## config.mk

```make
export PLATFORM = sky130hd
export DESIGN_NAME = adc_osr_decimator
export DESIGN_NICKNAME = d
export VERILOG_FILES = /design/src/rtl/adc_osr_decimator.sv
export SDC_FILE = /design/constraint.sdc
export NUM_CORES = 1
export LEC_CHECK = 0
export CELL_PAD_IN_SITES_DETAIL_PLACEMENT = 2
export CELL_PAD_IN_SITES_GLOBAL_PLACEMENT = 2
export CORE_ASPECT_RATIO = 1.1
export CORE_MARGIN = 2
export CORE_UTILIZATION = 35
export CTS_BUF_LIST = sky130_fd_sc_hd__clkbuf_16
export DETAILED_ROUTE_END_ITERATION = 16
export PLACE_DENSITY_LB_ADDON = 0.1
export SLEW_MARGIN = 5
export SYNTH_ARGS = -nofsm -noshare
export SYNTH_HDL_FRONTEND = slang
export SYNTH_SLANG_ARGS = --single-unit
```

## constraint.sdc

```tcl
create_clock -name clk -period 6.1 [get_ports clk]
set_clock_uncertainty 0.2 [all_clocks]
set_input_delay 0.915 -clock clk [delete_from_list [all_inputs] [get_ports clk]]
set_output_delay 0.915 -clock clk [all_outputs]
set_load 0.02 [all_outputs]
```

## src/rtl/adc_osr_decimator.sv

```systemverilog
// Oversampling decimator: sums 2^k SAR results per frame and emits a left-aligned word over valid/ready.
// Define ADC_OSR_OVERRUN_EN to build the sticky overrun flag; otherwise overrun_out is tied low.
module adc_osr_decimator #(
    parameter int IN_BITS      = 12,
    parameter int MAX_OSR_LOG2 = 4,
    parameter int OUT_BITS     = IN_BITS + MAX_OSR_LOG2
) (
    input  logic                clk,
    input  logic                rst,
    input  logic                enable_in,
    input  logic [2:0]          osr_log2_in,
    input  logic [IN_BITS-1:0]  data_in,
    input  logic                data_valid_in,
    output logic [OUT_BITS-1:0] result_out,
    output logic                result_valid_out,
    input  logic                result_ready_in,
    output logic                overrun_out
);
    localparam int K_W   = $clog2(MAX_OSR_LOG2 + 1);
    localparam int CW    = MAX_OSR_LOG2 + 1;
    localparam int ACC_W = IN_BITS + MAX_OSR_LOG2;

    logic                    valid_d_reg;
    logic [ACC_W-1:0]        acc_reg, acc_next;
    logic [MAX_OSR_LOG2-1:0] cnt_reg, cnt_next;
    logic [K_W-1:0]          k_reg, k_sat, k_eff;
    logic [OUT_BITS-1:0]     result_reg;
    logic                    result_valid_reg;

    logic             accept;
    logic             frame_end;
    logic [CW-1:0]    span_m1;
    logic [ACC_W-1:0] sum;
    logic [ACC_W-1:0] shifted;

    always_comb begin
        k_sat = (int'(osr_log2_in) > MAX_OSR_LOG2) ? K_W'(MAX_OSR_LOG2) : K_W'(osr_log2_in);
        // The ratio is sampled only at frame start; mid-frame changes wait for the next frame.
        k_eff     = (cnt_reg == '0) ? k_sat : k_reg;
        accept    = data_valid_in & ~valid_d_reg & enable_in;
        span_m1   = (CW'(1) << k_eff) - CW'(1);
        frame_end = accept && ({1'b0, cnt_reg} == span_m1);
        sum       = acc_reg + ACC_W'(data_in);
        shifted   = sum << (K_W'(MAX_OSR_LOG2) - k_eff);
    end

    always_comb begin
        acc_next = acc_reg;
        cnt_next = cnt_reg;
        if (!enable_in || frame_end) begin
            acc_next = '0;
            cnt_next = '0;
        end else if (accept) begin
            acc_next = sum;
            cnt_next = cnt_reg + 1'b1;
        end
    end

    always_ff @(posedge clk) begin
        if (rst) begin
            valid_d_reg      <= 1'b0;
            acc_reg          <= '0;
            cnt_reg          <= '0;
            k_reg            <= '0;
            result_reg       <= '0;
            result_valid_reg <= 1'b0;
        end else begin
            valid_d_reg <= data_valid_in;
            acc_reg     <= acc_next;
            cnt_reg     <= cnt_next;
            if (cnt_reg == '0)
                k_reg <= k_sat;
            // A new frame result wins over a same-cycle acceptance of the old one.
            if (frame_end) begin
                result_reg       <= shifted;
                result_valid_reg <= 1'b1;
            end else if (result_valid_reg && result_ready_in) begin
                result_valid_reg <= 1'b0;
            end
        end
    end

    assign result_out       = result_reg;
    assign result_valid_out = result_valid_reg;

`ifdef ADC_OSR_OVERRUN_EN
    logic overrun_reg;

    always_ff @(posedge clk) begin
        if (rst)
            overrun_reg <= 1'b0;
        else if (frame_end && result_valid_reg && !result_ready_in)
            overrun_reg <= 1'b1;
    end

    assign overrun_out = overrun_reg;
`else
    assign overrun_out = 1'b0;
`endif

endmodule

```

; Word level (Yosys, flattened, before mapping)
; Cells that the tools add are included.
[op_classes]
add_sub_neg = 4
n_eq_ne = 1
bitwise = 3
magnitude_cmp = 1
n_shift = 2
mux = 4
reduce_logical = 7
[ops]
columns = op, count
row1 = adder 16 x 12 -> 16 bit, 1
row2 = << shifter 16 x 3 -> 16 bit, 1
row3 = two-way mux 3 bit, 2
row4 = equality test 4 x 5 -> 1 bit, 1
row5 = << shifter 1 x 3 -> 5 bit (first input constant), 1
row6 = subtractor 5 x 2 -> 5 bit (second input constant), 1
row7 = adder 4 x 1 -> 4 bit (second input constant), 1
row8 = zero test 4 bit, 1
row9 = > comparator 3 bit (second input constant), 1
row10 = subtractor 3 bit (first input constant), 1
row11 = bitwise AND 1 bit, 2
row12 = logical AND 1 bit, 2
row13 = two-way mux 1 bit, 2
row14 = nonzero test 2 bit, 1
row15 = OR reduction 2 bit, 1
row16 = zero test 1 bit, 1
row17 = logical OR 1 bit, 1
row18 = NOT 1 bit, 1
[word_totals]
out_inout_bits = 18
elab_cells = 28
register_bits = 41

; Depth between registers and ports, before layout
[depth]
depth_word = 9
ltp_mapped = 16
ltp_nobuf = 15

; Worst setup path before layout
; Ideal clock, no wire load.
[synth_path]
kind = in2reg
startpoint = input port osr_log2_in[2]
endpoint = register result_reg[14] (netlist: result_out[14])
path_slack_ns = 2.494
cell_stages = 13
path_buffers = 0
arrival_ns = 3.291
setup_time_ns = 0.116
required_ns = 5.784
path_cell_list = o21bai_1 mux2i_2 inv_1 ha_1 inv_1 ha_1 xor2_1 and2_1 o2111a_1 o211ai_4 nor3_1 a32o_1 a31o_1
[synth_between]
elab_chain_cells = 7
[synth_lines]
columns = element, line
row1 = start: declaration, 11  ; input logic [2:0] osr_log2_in,
row2 = > comparator 3 bit, 37  ; k_sat = (int'(osr_log2_in) > MAX_OSR_LOG2) ? K_W'(MAX_OSR_LOG2) : K_W'(osr_log2_in);
row3 = two-way mux 3 bit (*), 37
row4 = two-way mux 3 bit (*), -
row5 = << shifter 1 x 3 -> 5 bit, 41  ; span_m1 = (CW'(1) << k_eff) - CW'(1);
row6 = subtractor 5 x 2 -> 5 bit, 41
row7 = equality test 4 x 5 -> 1 bit, 42  ; frame_end = accept && ({1'b0, cnt_reg} == span_m1);
row8 = logical AND 1 bit, 42
row9 = end signal: assignment, 75  ; result_reg <= shifted;
row10 = end: declaration, 27  ; logic [OUT_BITS-1:0] result_reg;
; Every way passes the cells marked *; elsewhere a longest branch is shown, timed or not.
; A chain may end at the register's enable or synchronous reset.

; Worst setup path in the final report
[layout_path]
startpoint = input port osr_log2_in[2]
endpoint = register acc_reg[2]
[layout_between]
elab_chain_cells = 9
[layout_lines]
columns = element, line
row1 = > comparator 3 bit, 37
row2 = two-way mux 3 bit (*), 37
row3 = two-way mux 3 bit (*), -
row4 = << shifter 1 x 3 -> 5 bit (*), 41
row5 = subtractor 5 x 2 -> 5 bit (*), 41
row6 = equality test 4 x 5 -> 1 bit (*), 42
row7 = logical AND 1 bit (*), 42
row8 = logical OR 1 bit (*), 50  ; if (!enable_in || frame_end) begin
row9 = OR reduction 2 bit (no source line) (*), -
row10 = end signal: assignment, 69  ; acc_reg <= acc_next;
row11 = end: declaration, 24  ; logic [ACC_W-1:0] acc_reg, acc_next;
; Marks and branches as above.

==> impl_metrics.json <==
{
  "ir_worst_vdd_mv": 0.1151,
  "antennaDiodeCount": 0,
  "outcome": "finished, final reports clean",
  "comb_power_share_pct": 20.8,
  "clkPwrFrac_pct": 44.7,
  "antenna_found_initial": 0,
  "post_cts_buffers": 0,
  "syn_area_per_cell_um2": 7.840,
  "synthesis.area_mm2": 0.003065,
  "antenna_left": 0,
  "finalSetupTns_ns": 0,
  "ctsLongestPathBuffers": 2,
  "rows": 35,
  "clk_latency_ns": 0.29,
  "top_usage_layer": "met2",
  "arrival_ns": 4.83,
  "drc": 0,
  "crit_required_ns": 6.11,
  "met3_usage_pct": 2.507,
  "placedCellCount": 518,
  "core_mm2": 0.008452,
  "io_pins": 38,
  "dr.first_iter.drc_count": 78,
  "met2_usage_pct": 38.02,
  "hold_class": "register to register",
  "ys_ff_latch": 41,
  "place_hpwl_um": 7233,
  "ctsHoldBuffers": 0,
  "cp-end-kind": "register",
  "crit_fanout": 20,
  "cts.sinks": 41,
  "worstSetupStartpointType": "input pin",
  "ys.flop_type": "dfxtp_1",
  "viasPerCell": 5.719,
  "p_seq_share_pct": 34.5,
  "grt.met1_usage_pct": 28.36,
  "synth-edff-count": 0,
  "path_clk_slew_ns": 0.07,
  "place_area_mm2": 0.003482,
  "worst_slew_pin_slew_ns": 0.8811,
  "port_buffers": 36,
  "p_leak_nw": 1.379,
  "grt_max_degree": 23,
  "post-route-cell-area_mm2": 0.003676,
  "firstDrtPassIters": 4,
  "worstSetupPathType": "input pin to register",
  "p_per_area_mw_per_mm2": 216.7,
  "syn_to_final_growth_pct": 19.92,
  "ys_types": 64,
  "max_slew_margin_pct": 41.07,
  "via_count": 3008,
  "grt_pass1_wl_um": 16290,
  "period_needed_ns": 4.818,
  "grt_pass1_vias": 3115,
  "cts_inserted_buffers": 5,
  "fmax_ghz": 0.2076,
  "rsz0062_at_grt": "false",
  "power.internal_w": 0.0005688,
  "power.switching_w": 0.0002276,
  "post-route-period-util_pct": 78.98,
  "max_cap_violations": 0,
  "die_h_um": 102.2,
  "yosysWarningCount": 0,
  "stdcell_count": 526,
  "die_area_mm2": 0.009524,
  "syn-num-nets": 429,
  "cts_resized": 0,
  "ys_seq_area_share_pct": 26.78,
  "grt_usage_pct": 21.64,
  "fill_cells": 966,
  "final_nets": 452,
  "wirelength_um": 9851,
  "cts_root_buf": "clkbuf_16",
  "start_util_pct": 36.27,
  "fp.dieW_um": 93.23,
  "grt-ovfl-total": 0,
  "finalHoldViolCount": 0,
  "place_congestion": 0.8425,
  "cts_tree": "yes",
  "async_reset_ff_share_pct": 0,
  "drive_gt1_share_pct": 9.157,
  "setup_viol": 0,
  "wl_per_cell_um": 18.73,
  "htree_levels": 2,
  "slew_violations": 0,
  "sw_frac_of_total_pct": 28.58,
  "synthCells": 391
}
-- critical path, cell delays in order --
cell and delay (ns):
clkdlybuf4s50_1 0.48, o21bai_1 0.20, mux2i_2 0.45, inv_1 0.28, ha_1 0.28, inv_1 0.10
ha_1 0.25, xor2_1 0.16, and2_1 0.20, o2111a_1 0.15, o211ai_4 0.45, nand3_2 0.54
a211oi_2 0.35
-- cell usage in the layout, fill, tap and decap left out, types with 4 or more instances in the layout --
cell type / n
ha_1: 17
o21ai_0: 13
o211ai_1: 6
a31oi_1: 4
mux2_2: 4
mux2i_1: 7
dfxtp_1: 41
nor2b_1: 7
xor2_1: 8
inv_1: 9
clkbuf_16: 5
clkdlybuf4s50_1: 36
nand3_1: 10
xnor2_1: 11
nand4_1: 6
nor3_1: 13
buf_4: 4
a211oi_1: 10
a21oi_1: 31
nand2_1: 55
nor2_1: 47
a21o_1: 6
-- path summary, 6_finish.rpt --
| kind | slack (ns) | to | startpoint | depth (start not counted) |
|---|---|---|---|---|
| max reg2reg | 1.45 | acc_reg[2] | cnt_reg[0] | 15 |
| min | 0.26 | result_out[2] | result_out[2] | 2 |
| min reg2reg | 0.26 | result_out[2] | result_out[2] | 2 |
| max | 1.28 | acc_reg[2] | osr_log2_in[2] | 13 |
-- through the flow --
| step | setup WS (ns) | utilization [%] | hold WS (ns) | power (W) |
|---|---|---|---|---|
| 2_1_floorplan | 2.494 | - | 0.2400 | 0.0003930 |
| 3_3_place_gp | 1.190 | 41.20 | 0.2392 | 0.0004398 |
| 3_5_place_dp | 1.026 | 41.20 | 0.2551 | 0.0004439 |
| 4_1_cts | 1.236 | 43.49 | 0.2652 | 0.0008058 |
| 5_1_grt | 1.016 | 43.49 | 0.2787 | 0.0008333 |
| 6_report | 1.282 | 43.49 | 0.2578 | 0.0007964 |
-- final cells by class --
cell class / count / area (um^2) / area share [%]
multi-input cells: 317 / 2098 / 57.08
inverters: 9 / 33.78 / 0.9190
clock buffers: 5 / 125.1 / 3.404
clock inverters: 3 / 68.82 / 1.872
flip-flops and latches: 41 / 820.8 / 22.33
repair buffers: 40 / 390.4 / 10.62
well taps: 111 / 138.9 / 3.778
-- logic make-up after synthesis --
| group | Yosys count | share of synthesized area, % |
|---|---|---|
| DFF | 41 | 26.78 |
| adders and majority gates | 18 | 7.592 |
| muxes | 14 | 5.388 |
| and+or+nand+nor | 157 | 23.47 |
| AOI/OAI and AO/OA | 108 | 26.45 |
| xor gates and xnor gates | 19 | 5.429 |
| buffers and inverters | 33 | 4.775 |
| other | 1 | 0.1223 |
-- per-layer routing --
| metal | share of wire [%] | routed length, um | up-vias |
|---|---|---|---|
| li1 | - | - | 1447 |
| met1 | 48 | 4705 | 1508 |
| met2 | 49 | 4781 | 45 |
| met3 | 2.3 | 223 | 8 |
| met4 | 1.4 | 140 | 0 |
| met5 | 0 | 0 | - |
-- cell usage after synthesis, types with 3 or more instances --
cell       count  area share, %
nand2_1       55            6.7
nor2_1        47            5.8
dfxtp_1       41             27
a21oi_1       31            5.1
ha_1          17            6.9
clkbuf_1      15            1.8
nor3_1        13            2.1
o21ai_0       13            2.1
xnor2_1       11            3.1
a211oi_1      10            2.4
nand3_1       10            1.6
inv_1          9            1.1
xor2_1         8            2.3
mux2i_1        7            2.3
nor2b_1        7            1.4
a21o_1         6            1.5
buf_2          6           0.98
nand4_1        6            1.2
o211ai_1       6            1.5
a31oi_1        4           0.82
mux2_2         4            1.5
a211o_1        3           0.86
a21oi_2        3           0.86
a32o_1         3           0.98
and2_1         3           0.61
o2111a_1       3            1.1
o2111ai_1      3           0.86
or3_1          3           0.61
-- power groups by stage --
stage	Sequential, W	Combinational, W	Clock, W
after floorplan	0.000281	0.000112	0
after global placement	0.000281	0.000159	0
after detailed placement	0.000281	0.000163	0
after CTS	0.000275	0.000165	0.000365
after global routing	0.000276	0.000180	0.000377
final	0.000275	0.000165	0.000356
No activity file was read; power rests on OpenSTA's default activity.
==> variant 1 (same flow settings) <==
Add a define of `ADC_OSR_OVERRUN_EN`.
--- a/src/rtl/adc_osr_decimator.sv
+++ b/src/rtl/adc_osr_decimator.sv
@@ -1,5 +1,7 @@
 // Oversampling decimator: sums 2^k SAR results per frame and emits a left-aligned word over valid/ready.
 // Define ADC_OSR_OVERRUN_EN to build the sticky overrun flag; otherwise overrun_out is tied low.
+`define ADC_OSR_OVERRUN_EN
+
 module adc_osr_decimator #(
     parameter int IN_BITS      = 12,
     parameter int MAX_OSR_LOG2 = 4,
Function: changed (Yosys sat finds a counterexample within 4 cycles, from zero or initial values and one cycle with rst high).
==> variant 1 against the original RTL <==
  * Routed wire length decreased by 3.3%
  * Design area about the same
  * Sequential cell count rose by 1
  * Maximum frequency is 0.78% lower
  * Highest routed layer unchanged
  * Cell count grew 2.1%
  * Setup slack worse by 38 ps
  * Sequential power grew 3%
  * Synthesized area is 1.8% higher
  * Power rose by 0.64%
==> variant 1: results (changes against the original RTL) <==
stage;metric;value;unit;change
placed_design;gp weighted congestion;0.8098;;-3.9%
pwr;sw power;226.0;µW;-0.71%
global_route;pin count of the biggest net entering global routing;22;;-4.3%
cells_and_area;ClkCell Share;5.272;%;about the same
sta;worst slew pin tran;1186;ps;+304.6 ps
placed_design;pre-CTS WS;1077;ps;+51.19 ps
logic_synthesis;Area contributors post-synth;dfxtp_1 (27%), ha_1 (6.8%), nand2_1 (6.6%);;
cts;Num Clock Sinks;42;;+2.4%
cts;H-tree levels;2;;unchanged
cells_and_area;layout cells sized above 1;8.274;%;-0.88 points
worst_setup_path;Reg2Reg Depth;14;;-1
detailed_routing;WL/cell;17.74;µm;-5.3%
placed_design;placed inst area;3485;µm²;about the same
sta;hold slack;256.5;ps;-1.345 ps
floorplan;floorplan row count;36;;+2.9%
global_route;initial antenna violation count;0;;unchanged
pwr;maximum vdd drop;0.1201;mV;+4.3%
cells_and_area;Finished Layout Cells;537;;+2.1%
cells_and_area;Layout area overhead;17.88;%;
logic_synthesis;Synth top cells by count;nand2_1 (55), nor2_1 (51), dfxtp_1 (42), a21oi_1 (38), ha_1 (17);;
worst_setup_path;slowest stage delay, CP;720;ps;+180 ps
worst_setup_path;Worst EP arrival;4800;ps;-30 ps
detailed_routing;mean number of vias per cell;5.620;;-1.7%
cells_and_area;number of diodes;0;;unchanged
detailed_routing;number of DRC markers in iteration 0;75;;-3.8%
cells_and_area;Signal inverters;12;;+3
worst_setup_path;reg2reg setup slack;1240;ps;-210 ps
logic_synthesis;register area share after synthesis;26.94;%;+0.17 points
cts;CTS-repair resized insts;0;;unchanged
cts;Clk Latency, worst-skew pair;290;ps;about the same
cells_and_area;non-clock buffer count;39;;-2.5%
outcome;outcome;finished clean;;
logic_synthesis;async set-reset flop share out of synthesis;0;%;unchanged
logic_synthesis;ys flop type;dfxtp_1;;
cells_and_area;final net count;460;;+1.8%
logic_synthesis;Synth Area per Inst;7.743;µm²;-1.2%
logic_synthesis;Syn. warnings;0;;unchanged
cts;Root Driver;clkbuf_16;;
placed_design;I/O Buffers;37;;+2.8%
placed_design;placed cell count;529;;+2.1%
cells_and_area;fill cell count;1044;;+8.1%
worst_setup_path;peak fanout along the critical path;20;;unchanged
global_route;vias in the first global route;3166;;+1.6%
worst_hold_path;Hold Path Class;flip-flop to flip-flop;;
global_route;Tot GR Track Use;20.28;%;-1.4 points
sta;part of the cycle the worst path needs;79.60;%;+0.62 points
cts;post-CTS setup buffers;0;;unchanged
placed_design;hpwl dp;7226;µm;about the same
worst_setup_path;slowest CP cell;nor3b_2;;
cells_and_area;#MultiIn Comb;322;;+1.6%
cells_and_area;NonClk Buf Share;10.48;%;-0.14 points
cts;clock tree buffer depth;2;;unchanged
logic_synthesis;Synth Net Count;441;;+2.8%
cells_and_area;FF/Latch Area;840.8;µm²;+2.4%
pwr;Pleak;1.434;nW;+4.0%
cells_and_area;fraction of area in multi-input gates;56.29;%;-0.79 points
logic_synthesis;count of different cell masters after synthesis;62;;-3.1%
global_route;first-pass GRT wire length;15790;µm;-3.0%
[variant 1: critical path, delay by kind of cell (launching register included)]
| kind | cells | cell delay, ps |
|---|---|---|
| buffers and inverters | 2 | 210 |
| muxes | 1 | 490 |
| adders and majority gates | 3 | 660 |
| DFF | 1 | 390 |
| AOI/OAI and AO/OA | 1 | 190 |
| and+or+nand+nor | 7 | 2540 |
[variant 1: metal layers]
layer | vias up | routed length [µm] | GRT usage, %
met5 | - | 0 | 0
met1 | 1504 | 4497 | 26.30
li1 | 1478 | - | -
met3 | 5 | 159 | 2.193
met4 | 0 | 54 | 3.010
met2 | 31 | 4814 | 37.09
[variant 1: power by group through the flow]
stage	clock network (mW)	registers (mW)	logic [mW]
after global routing	0.375	0.282	0.186
final	0.353	0.282	0.166
after global placement	0	0.288	0.160
after floorplan	0	0.288	0.116
after CTS	0.362	0.282	0.167
after detailed placement	0	0.288	0.164
[variant 1: path summary, 6_finish.rpt]
check,startpoint,end
worst max-delay path,cnt_reg[0],acc_reg[11]
worst min-delay path,result_out[3],result_out[3]
worst max register to register,cnt_reg[0],acc_reg[11]
worst min register to register,result_out[3],result_out[3]
[variant 1: logic make-up (layout without fill, tap and decap cells)]
| family | after synthesis | in the layout | synth area share [%] |
|---|---|---|---|
| flip-flops | 42 | 42 | 26.94 |
| multiplexers | 14 | 14 | 4.811 |
| adder cells (fa/ha/maj) | 18 | 18 | 7.458 |
| AND/OR/NAND/NOR | 164 | 164 | 25.34 |
| buffers and inverters | 39 | 59 | 6.696 |
| XOR/XNOR | 19 | 19 | 5.333 |
| AO/OA/AOI/OAI | 107 | 107 | 23.42 |
==> variant 2 (same flow settings) <==
Made on the original files. Set the parameter `IN_BITS` to 6 (it was 12).
--- a/src/rtl/adc_osr_decimator.sv
+++ b/src/rtl/adc_osr_decimator.sv
@@ -1,7 +1,7 @@
 // Oversampling decimator: sums 2^k SAR results per frame and emits a left-aligned word over valid/ready.
 // Define ADC_OSR_OVERRUN_EN to build the sticky overrun flag; otherwise overrun_out is tied low.
 module adc_osr_decimator #(
-    parameter int IN_BITS      = 12,
+    parameter int IN_BITS      = 6,
     parameter int MAX_OSR_LOG2 = 4,
     parameter int OUT_BITS     = IN_BITS + MAX_OSR_LOG2
 ) (
Interface: changed (resized data_in and result_out); port bits go from 38 to 26. No check against the original RTL was run, so the function may have changed too.
==> variant 2 against the original RTL <==
  * Routed wire length fell by 41%
  * Synthesized area shrank 37%
  * Utilization up 0.60 points
  * Setup slack lost 220 ps
  * Sequential power decreased by 29%
  * Die area fell by 36%
  * Count of clock-buffer cells in the layout unchanged
  * Design area shrank 36%
  * Critical path depth grew 1
  * Sequential cell count is 12 lower
  * Maximum frequency is 4.4% lower
  * Power down 35%
  * Combinational power down 45%
  * Critical path type unchanged
  * Highest routed layer unchanged
==> variant 2: results (changes against the original RTL) <==
stage;metric;value;unit;change
placed_design;I/O Buffers;24;;-33%
cells_and_area;seq_cells;29;;-29%
logic_synthesis;Synth Net Count;258;;-40%
detailed_routing;mean number of vias per cell;5.462;;-4.5%
cells_and_area;layout cells sized above 1;5.078;%;-4.1 points
floorplan;n_taps;75;;-32%
cells_and_area;final net count;282;;-38%
cts;clk slew on worst S/H paths;50;ps;-20 ps
placed_design;placed inst area;2231;µm²;-36%
cells_and_area;ClkCell Share;5.611;%;+0.34 points
detailed_routing;WL/cell;17.66;µm;-5.7%
cells_and_area;#MultiIn Comb;186;;-41%
pwr;power density cells;217.5;nW/µm²;+0.39%
cts;post-CTS setup buffers;0;;unchanged
logic_synthesis;register area share after synthesis;30.05;%;+3.3 points
logic_synthesis;count of different cell masters after synthesis;52;;-19%
logic_synthesis;Synth Area in Compound Gates;22.47;%;-4.0 points
detailed_routing;DR vias;1808;;-40%
detailed_routing;DRT Pass-1 Iters;4;;unchanged
cts;Clk Latency, worst-skew pair;270;ps;-20 ps
worst_setup_path;slowest stage delay, CP;590;ps;+50 ps
cells_and_area;sequential portion of the cell area;24.56;%;+2.2 points
logic_synthesis;xor/xnor cell area share of the yosys netlist;8.161;%;+2.7 points
pwr;maximum vdd drop;0.09446;mV;-18%
global_route;vias in the first global route;1915;;-39%
placed_design;pre-CTS WS;864.2;ps;-161.4 ps
global_route;initial antenna violation count;0;;unchanged
cells_and_area;multi-input logic area;1275;µm²;-39%
placed_design;hpwl dp;4326;µm;-40%
pwr;Pleak;0.8652;nW;-37%
cts;Root Driver;clkbuf_16;;
global_route;Tot GR Track Use;21.85;%;+0.21 points
placed_design;placed cell count;324;;-37%
worst_setup_path;peak fanout along the critical path;14;;-30%
global_route;first-pass GRT wire length;10070;µm;-38%
detailed_routing;number of DRC markers in iteration 0;75;;-3.8%
placed_design;gp weighted congestion;0.8305;;-1.4%
cells_and_area;non-clock buffer count;25;;-38%
logic_synthesis;Synth top cells by count;nand2_1 (31), dfxtp_1 (29), nor2_1 (24), a21oi_1 (21), xnor2_1 (14);;
logic_synthesis;Area contributors post-synth;dfxtp_1 (30%), ha_1 (7.1%), xnor2_1 (6.3%);;
logic_synthesis;Post-Synth Adder-Cell Area;8.161;%;+0.57 points
cts;clock tree buffer depth;2;;unchanged
logic_synthesis;mux contribution to synthesized area;5.959;%;+0.57 points
global_route;pin count of the biggest net entering global routing;17;;-26%
sta;worst slew pin tran;778.7;ps;-102.5 ps
cells_and_area;NonClk Buf Share;10.48;%;-0.14 points
worst_setup_path;Worst EP arrival;5020;ps;+190 ps
logic_synthesis;Synth Area per Inst;8.327;µm²;+6.2%
cells_and_area;fill cell count;607;;-37%
outcome;outcome;finished clean;;
worst_setup_path;slowest CP cell;clkdlybuf4s50_1;;
==> variant 2: power breakdown <==
| part | internal, mW | switching [mW] |
|---|---|---|
| combinational | 0.0355 | 0.0550 |
| clock | 0.146 | 0.0825 |
| sequential | 0.193 | 0.00289 |
==> variant 2: final timing paths <==
path / slack (ps) / end / start / cells past startpoint
max reg2reg: 1090 / acc_reg[2] / cnt_reg[0] / 15
min: 250 / result_out[1] / result_out[1] / 2
min reg2reg: 250 / result_out[1] / result_out[1] / 2
max: 1060 / acc_reg[2] / osr_log2_in[2] / 14
==> variant 2: metal layers <==
layer | up-vias | wire length (µm) | GRT usage, %
met5 | - | 0 | 0
met1 | 885 | 2688 | 27.72
met2 | 27 | 2935 | 36.84
li1 | 885 | - | -
met4 | 0 | 96 | 7.679
met3 | 11 | 125 | 3.804
==> variant 2: logic make-up after synthesis <==
family / count (synthesis)
other: 1
buffers and inverters: 17
adders and majority gates: 12
xor gates and xnor gates: 18
AOI/OAI and AO/OA: 62
DFF: 29
and+or+nand+nor: 83
muxes: 10
